$ cat src/rtl/ats_eligibility_time_calc.sv
// ATS single-shaper eligibility time calculator: deserializes per-frame length and
// arrival timestamp byte streams, then runs one token-bucket update per frame.
module ats_eligibility_time_calc #(
  parameter int DATA_WIDTH         = 8,
  parameter int FRAME_LENGTH_WIDTH = 16,
  parameter int TIMESTAMP_WIDTH    = 72,
  parameter int RATE_WIDTH         = 32
) (
  input  logic                          clk,
  input  logic                          rst,
  input  logic [RATE_WIDTH-1:0]         ps_per_byte,
  input  logic [TIMESTAMP_WIDTH-1:0]    empty_to_full_ps,
  input  logic [TIMESTAMP_WIDTH-1:0]    max_residence_ps,
  input  logic [DATA_WIDTH-1:0]         s_axis_frame_length_tdata,
  input  logic                          s_axis_frame_length_tvalid,
  output logic                          s_axis_frame_length_tready,
  input  logic                          s_axis_frame_length_tlast,
  input  logic [DATA_WIDTH-1:0]         s_axis_timestamp_tdata,
  input  logic                          s_axis_timestamp_tvalid,
  output logic                          s_axis_timestamp_tready,
  input  logic                          s_axis_timestamp_tlast,
  output logic [TIMESTAMP_WIDTH-1:0]    m_axis_eligibility_tdata,
  output logic                          m_axis_eligibility_tuser,
  output logic                          m_axis_eligibility_tvalid,
  input  logic                          m_axis_eligibility_tready
);

  localparam int TW = TIMESTAMP_WIDTH;
  localparam int FW = FRAME_LENGTH_WIDTH;

  typedef enum logic [1:0] {COLLECT, CALC1, CALC2, OUTPUT} state_t;

  state_t          state_reg, state_next;
  logic [FW-1:0]   len_reg;
  logic [TW-1:0]   ts_reg;
  logic            len_done_reg, ts_done_reg;
  logic [TW-1:0]   bucket_empty_reg, group_elig_reg;
  logic            first_frame_reg;
  logic [TW-1:0]   sched_reg, full_reg, limit_reg;
  logic [TW-1:0]   elig_reg;
  logic            drop_reg, valid_reg;

  logic            len_accept, ts_accept;
  logic [FW+DATA_WIDTH-1:0] len_cat;
  logic [TW+DATA_WIDTH-1:0] ts_cat;
  logic [FW+RATE_WIDTH-1:0] len_prod;
  logic [TW-1:0]   base, len_dur, elig_a, elig, bucket_next;
  logic            drop;

  assign s_axis_frame_length_tready = (state_reg == COLLECT) && !len_done_reg;
  assign s_axis_timestamp_tready    = (state_reg == COLLECT) && !ts_done_reg;
  assign len_accept = s_axis_frame_length_tvalid && s_axis_frame_length_tready;
  assign ts_accept  = s_axis_timestamp_tvalid && s_axis_timestamp_tready;

  // Shift left by one byte; the concatenation drops the oldest byte once full.
  assign len_cat = {len_reg, s_axis_frame_length_tdata};
  assign ts_cat  = {ts_reg, s_axis_timestamp_tdata};

  assign m_axis_eligibility_tdata  = elig_reg;
  assign m_axis_eligibility_tuser  = drop_reg;
  assign m_axis_eligibility_tvalid = valid_reg;

  always_comb begin
    base = bucket_empty_reg;
    if (first_frame_reg)
      base = (ts_reg < empty_to_full_ps) ? '0 : ts_reg - empty_to_full_ps;
    len_prod = len_reg * ps_per_byte;
    len_dur  = TW'(len_prod);
  end

  always_comb begin
    elig_a = (ts_reg > group_elig_reg) ? ts_reg : group_elig_reg;
    elig   = (elig_a > sched_reg) ? elig_a : sched_reg;
    drop   = elig > limit_reg;
    // Bucket overflowed past full: credit beyond the burst is discarded.
    bucket_next = (elig < full_reg) ? sched_reg : sched_reg + elig - full_reg;
  end

  always_comb begin
    state_next = state_reg;
    case (state_reg)
      COLLECT: if (len_done_reg && ts_done_reg) state_next = CALC1;
      CALC1:   state_next = CALC2;
      CALC2:   state_next = OUTPUT;
      OUTPUT:  if (m_axis_eligibility_tready) state_next = COLLECT;
      default: state_next = COLLECT;
    endcase
  end

  always_ff @(posedge clk) begin
    if (rst) begin
      state_reg        <= COLLECT;
      len_reg          <= '0;
      ts_reg           <= '0;
      len_done_reg     <= 1'b0;
      ts_done_reg      <= 1'b0;
      bucket_empty_reg <= '0;
      group_elig_reg   <= '0;
      first_frame_reg  <= 1'b1;
      sched_reg        <= '0;
      full_reg         <= '0;
      limit_reg        <= '0;
      elig_reg         <= '0;
      drop_reg         <= 1'b0;
      valid_reg        <= 1'b0;
    end else begin
      state_reg <= state_next;
      case (state_reg)
        COLLECT: begin
          if (len_accept) begin
            len_reg <= len_cat[FW-1:0];
            if (s_axis_frame_length_tlast) len_done_reg <= 1'b1;
          end
          if (ts_accept) begin
            ts_reg <= ts_cat[TW-1:0];
            if (s_axis_timestamp_tlast) ts_done_reg <= 1'b1;
          end
        end
        CALC1: begin
          sched_reg <= base + len_dur;
          full_reg  <= base + empty_to_full_ps;
          limit_reg <= ts_reg + max_residence_ps;
        end
        CALC2: begin
          elig_reg  <= elig;
          drop_reg  <= drop;
          valid_reg <= 1'b1;
          if (!drop) begin
            group_elig_reg   <= elig;
            bucket_empty_reg <= bucket_next;
            first_frame_reg  <= 1'b0;
          end
        end
        OUTPUT: begin
          if (m_axis_eligibility_tready) begin
            valid_reg    <= 1'b0;
            len_done_reg <= 1'b0;
            ts_done_reg  <= 1'b0;
            len_reg      <= '0;
            ts_reg       <= '0;
          end
        end
        default: ;
      endcase
    end
  end

endmodule

$ cat config.mk
export PLATFORM = sky130hd
export DESIGN_NAME = ats_eligibility_time_calc
export DESIGN_NICKNAME = d
export VERILOG_FILES = /design/src/rtl/ats_eligibility_time_calc.sv
export SDC_FILE = /design/constraint.sdc
export NUM_CORES = 2
export LEC_CHECK = 0
export ABC_CLOCK_PERIOD_IN_PS = 24900
export CAP_MARGIN = 20
export CORE_UTILIZATION = 54
export CTS_CLUSTER_SIZE = 25
export DETAILED_ROUTE_END_ITERATION = 6
export GPL_TIMING_DRIVEN = 0
export HOLD_SLACK_MARGIN = 0.05
export PLACE_DENSITY = 0.72
export SETUP_SLACK_MARGIN = 0.2
export SLEW_MARGIN = 10
export SYNTH_ARGS = -nofsm -noshare
export SYNTH_HDL_FRONTEND = slang
export SYNTH_SLANG_ARGS = --single-unit
$ cat constraint.sdc
create_clock -name clk -period 24.9 [get_ports clk]
set_input_delay 4.98 -clock clk [delete_from_list [all_inputs] [get_ports clk]]
set_output_delay 4.98 -clock clk [all_outputs]
set_load 0.005 [all_outputs]
* Word level (Yosys, flattened, before mapping)
Cells that the tools add are included.
** Storage, ports and cells
- Flip-flop bits (word level) :: 527
- Input bits :: 199
- Output and inout bits :: 76
- Logic and storage cells :: 75
** Operators by class
- $add $sub $neg :: 6
- Multipliers :: 1
- Order comparisons :: 5
- Equality and inequality tests :: 9
- Muxes and demuxes :: 22
- Bitwise logic cells :: 1
- Reduce and logical (&&, ||, !) cells :: 17
** Operator list (number)
- $mux 72 :: 7
- $add 72x72->72 :: 3
- $gt 72x72->1 :: 3
- $lt 72x72->1 :: 2
- $pmux 72 s2 :: 1
- $sub 72x72->72 :: 2
- $add 72x48->72 :: 1
- $mul 16x32->48 :: 1
- $mux 16 :: 2
- $pmux 16 s2 :: 1
- $ne 2x2->1 const B :: 5
- $pmux 2 s4 :: 1
- $reduce_and 4->1 :: 2
- $pmux 1 s2 :: 3
- $reduce_and 2->1 :: 3
- $reduce_and 3->1 :: 2
- $logic_and 1x1->1 :: 5
- $mux 1 :: 5
- $eq 2x2->1 const B :: 2
- $mux 2 :: 2
- $reduce_bool 2->1 :: 2
- $eq 2x1->1 const B :: 1
- $logic_not 1->1 :: 2
- $logic_not 2->1 :: 1
- other kinds (2) :: 2

* Logic depth before layout (Yosys ltp)
- Depth after elaboration :: 7
- Gate-level depth with buffers :: 46
- Depth with buffers taken out :: 43

* Least setup slack after synthesis
OpenSTA, ideal clock, no wires.
- Path kind :: input to register
- Start :: input empty_to_full_ps[0]
- End :: register sched_reg[68]
- Arrival time :: 12.952 ns
- Data required time :: 24.783 ns
- Setup slack :: 11.831 ns
- Stages :: 35
- Cells stage by stage :: ha_1 inv_1 fa_1 a211oi_1 o211a_1 or4_4 nand4_2 a311oi_4 o21a_4 or4_1 buf_2 nand2_4 clkbuf_1 a31oi_1 fa_1 inv_1 fa_1 inv_1 fa_1 fa_1 inv_1 ha_1 and2_1 a221o_1 o21ai_0 o211ai_1 a21oi_1 a21oi_1 o211ai_1 nand2_1 a31oi_1 nor2_1 and4_1 a31o_1 a32o_1
** Between the ends
- Word-level cells in the longest chain between the ends :: 4
- Elaborated cells between the ends (all ways) :: 5
- Classes of those cells :: add/sub (2); order compare (1); mux (2)
** RTL lines
- start: declaration :: line 12 : input logic [TIMESTAMP_WIDTH-1:0] empty_to_full_ps,
- $sub 72x72->72 or $lt 72x72->1 (tied branches) :: line 66 : base = (ts_reg < empty_to_full_ps) ? '0 : ts_reg - empty_to_full_ps;
- $mux 72 (*) :: line 66
- $mux 72 (*) :: line 65 : if (first_frame_reg)
- $add 72x48->72 (*) :: line 120 : sched_reg <= base + len_dur;
- end signal: assignment :: line 120
- end: declaration :: line 39 : logic [TW-1:0] sched_reg, full_reg, limit_reg;
Every way passes the cells marked *; elsewhere a longest branch is shown, timed or not.
A chain may end at the register's enable or synchronous reset.

* Worst setup path after layout
- Start :: input empty_to_full_ps[31]
- End :: register sched_reg[56]
The elaborated chain is that of the path after synthesis.

==> flow_metrics.py <==
metrics = {
    "timing": {
        "min_period_ns": 15.58,
        "worst_pin_slew_ns": 1.34,
        "maxSlewHeadroom_pct": 10.8,
        "setup_viol": 0,
        "report.final.slew_viol_count": 0,
        "fin_skew_ns": 0.0359,
        "fmax_mhz": 64.2,
        "hold_viol_final": 0,
        "whs_ns": 0.456,
        "setup_ws_ns": 9.32,
        "tns_ns": 0,
        "rsz0062_at_grt": "false",
        "post-route-period-util_pct": 62.6,
    },
    "critical_path": {
        "crit_path_start_kind": "input port",
        "endpoint_kind": "register",
        "crit_buf_inv": 8,
        "slowest_delay_ns": 0.72,
        "crit_slowest_cell": "clkdlybuf4s50_1",
        "arrival_ns": 16.18,
        "rrSetupSlack_ns": 10.01,
        "crit_fanout": 10,
        "rr_startpoint": "ts_reg[38]",
        "critPathKind": "in -> reg",
        "critPathTopFamily": "compound AO/OA/AOI/OAI gates",
        "worstPathRequired_ns": 25.50,
        "reg2reg_to": "group_elig_reg[65]",
        "ff2ff_path_depth": 37,
    },
    "power": {
        "p_leak_uw": 0.0322,
        "ir_drop_v": 0.0000521,
        "p_per_area_mw_per_mm2": 60.2,
    },
    "grt": {
        "antenna_found_initial": 14,
        "grt_remaining_overflow": 0,
        "grt_max_degree": 13,
        "grt.total_usage_pct": 40.9,
        "grt_pass1_vias": 58263,
        "grt_pass1_wl_um": 368000,
    },
    "floorplanning": {
        "ios": 275,
        "die_x_um": 348,
        "fp-row-count": 126,
        "die_h_um": 348,
        "die_area_mm2": 0.121,
        "start_util_pct": 54.6,
        "core_area_mm2": 0.118,
    },
    "yosys": {
        "synth_common_cells": "1113 x inv_1, 887 x nand2_1, 704 x ha_1, 630 x nor2_1, 577 x a21oi_1",
        "synthMostInstantiatedCell": "inv_1",
        "netlist_area_mm2": 0.0647,
        "ys.flop_type": "dfxtp_1",
        "yosysWarnings": 0,
        "ys_top_cells_by_area": "fa_1 17%, dfxtp_1 16%, ha_1 14%",
        "synth-seq-area-share_pct": 16.3,
        "synth_top_area_cell": "fa_1",
        "avgSynthCellArea_um2": 8.03,
        "yosys.cell_types.count": 98,
        "synth_nets": 9499,
        "netlist_instances": 8056,
        "synth_top_area_share_pct": 16.7,
        "yosys_register_bits": 527,
        "synth_edf_count": 0,
        "ys_async_sr_fraction_pct": 0,
    },
    "detailed_routing": {
        "wl_per_cell_um": 25.0,
        "post-route-drc-count": 0,
        "drt_iter0_markers": 5794,
        "via_per_inst": 6.03,
        "finalWirelength_um": 252000,
        "vias": 60799,
        "drtAntennaViolNets": 0,
        "first_pass_iters": 6,
    },
    "job": {
        "maxCapViolCount": 0,
    },
    "cts": {
        "clk_latency_ns": 0.67,
        "numCtsBuffers": 67,
        "cts_hold_buf": 0,
        "cts_buffer_depth": 3,
        "cts_setup_buffers": 0,
        "path_clk_slew_ns": 0.07,
        "cts_sinks": 527,
        "cts.repair.resized": 0,
        "cts_tree": "done",
        "htree_levels": 3,
        "clockRootBuffer": "clkbuf_16",
    },
    "run_status": {
        "status": "finished clean",
    },
    "placement": {
        "dp_hpwl_um": 215000,
        "dpl_worst_slack_ns": 9.01,
        "gp_congestion": 1.02,
        "port_buffers": 274,
    },
    "worst_hold_path": {
        "min-delay-start": "group_elig_reg[1]",
        "min_delay_path_depth": 2,
        "holdPathEnd": "group_elig_reg[1]",
        "hp-class": "reg -> reg",
    },
    "finish": {
        "drive_gt1_share_pct": 3.93,
        "area_growth_pct": 11.2,
        "n_fill_cell": 10772,
        "nets": 9859,
    },
}
## worst max-delay path by stage
| stage | from | to | cells past startpoint |
|---|---|---|---|
| after floorplan | empty_to_full_ps[0] | sched_reg[68] | 35 |
| after global placement | empty_to_full_ps[31] | sched_reg[56] | 35 |
| after detailed placement | empty_to_full_ps[31] | sched_reg[56] | 35 |
| after CTS | empty_to_full_ps[31] | sched_reg[56] | 35 |
| after global routing | empty_to_full_ps[31] | sched_reg[68] | 35 |
| final | empty_to_full_ps[31] | sched_reg[56] | 35 |
## final cells by class
class | count | area, um^2 | share of cell area, %
sequential | 527 | 10600 | 14.7
antenna | 13 | 32.5 | 0.0452
multi-input combinational | 6055 | 48600 | 67.5
tap | 1600 | 2000 | 2.78
inverter | 1115 | 4190 | 5.82
timing repair buffer | 291 | 2940 | 4.08
buffer | 359 | 1370 | 1.90
clock buffer | 96 | 1920 | 2.67
clock inverter | 25 | 345 | 0.480
## metal layers
layer	global-route usage, %	routed length (um)
met5	0	8
met4	29.4	21700
met3	6.92	19900
met2	65.1	113000
met1	50.3	97900
## stage by stage
stage / utilization [%] / total power (uW) / cell area [um^2] / instances
global route: 60.7 / 4580 / 71900 / 10074
global placement: 58.6 / 3210 / 69400 / 9930
finish: 60.7 / 4330 / 71900 / 10081
CTS: 60.7 / 4270 / 71800 / 10062
floorplan: - / 2520 / 64700 / 8056
detailed placement: 58.8 / 3240 / 69600 / 9941
## cells in the final DEF, fill, tap and decap left out, types with 35 or more instances in the layout
cell / synthesis / layout
inv_1: 1113 / 1113
nand2_1: 887 / 887
ha_1: 704 / 704
nor2_1: 630 / 630
a21oi_1: 577 / 576
fa_1: 540 / 540
dfxtp_1: 527 / 527
clkbuf_1: 338 / 349
a21o_1: 329 / 329
o21ai_0: 312 / 312
clkdlybuf4s50_1: 0 / 274
mux2i_1: 211 / 211
xnor2_1: 182 / 182
mux2_2: 148 / 148
and2_1: 148 / 148
nand4_1: 116 / 116
xor2_1: 113 / 113
a211oi_1: 110 / 110
nand3_1: 109 / 109
a22oi_1: 83 / 83
nor2b_1: 81 / 81
clkbuf_16: 0 / 69
o21bai_1: 67 / 67
nor3_1: 63 / 63
a31oi_1: 60 / 60
o21a_1: 57 / 57
nand2b_1: 51 / 51
o211ai_1: 42 / 42
and3_1: 35 / 35
## cell families (layout without fill, tap and decap cells)
| kind of cell | after synthesis | in the layout | share of synthesized area [%] |
|---|---|---|---|
| AO/OA/AOI/OAI | 1901 | 1901 | 19.0 |
| adder cells (fa/ha/maj) | 1244 | 1244 | 30.3 |
| flip-flops | 527 | 527 | 16.3 |
| AND/OR/NAND/NOR | 2255 | 2255 | 15.9 |
| multiplexers | 359 | 359 | 5.84 |
| buffers and inverters | 1474 | 1886 | 8.57 |
| other | 0 | 13 | 0 |
| XOR/XNOR | 296 | 296 | 4.03 |
## report_power, final
part           switching, uW  internal, uW  total, uW
sequential              36.4           866        903
clock                    426           604       1030
combinational           1520           873       2400
## tightest hold or removal path, delay by kind of cell (launching register included)
kind               cells  cell delay [ns]
and+or+nand+nor        1             0.05
DFF                    1             0.31
AOI/OAI and AO/OA      1             0.05
Power figures use the tool's default switching activity.
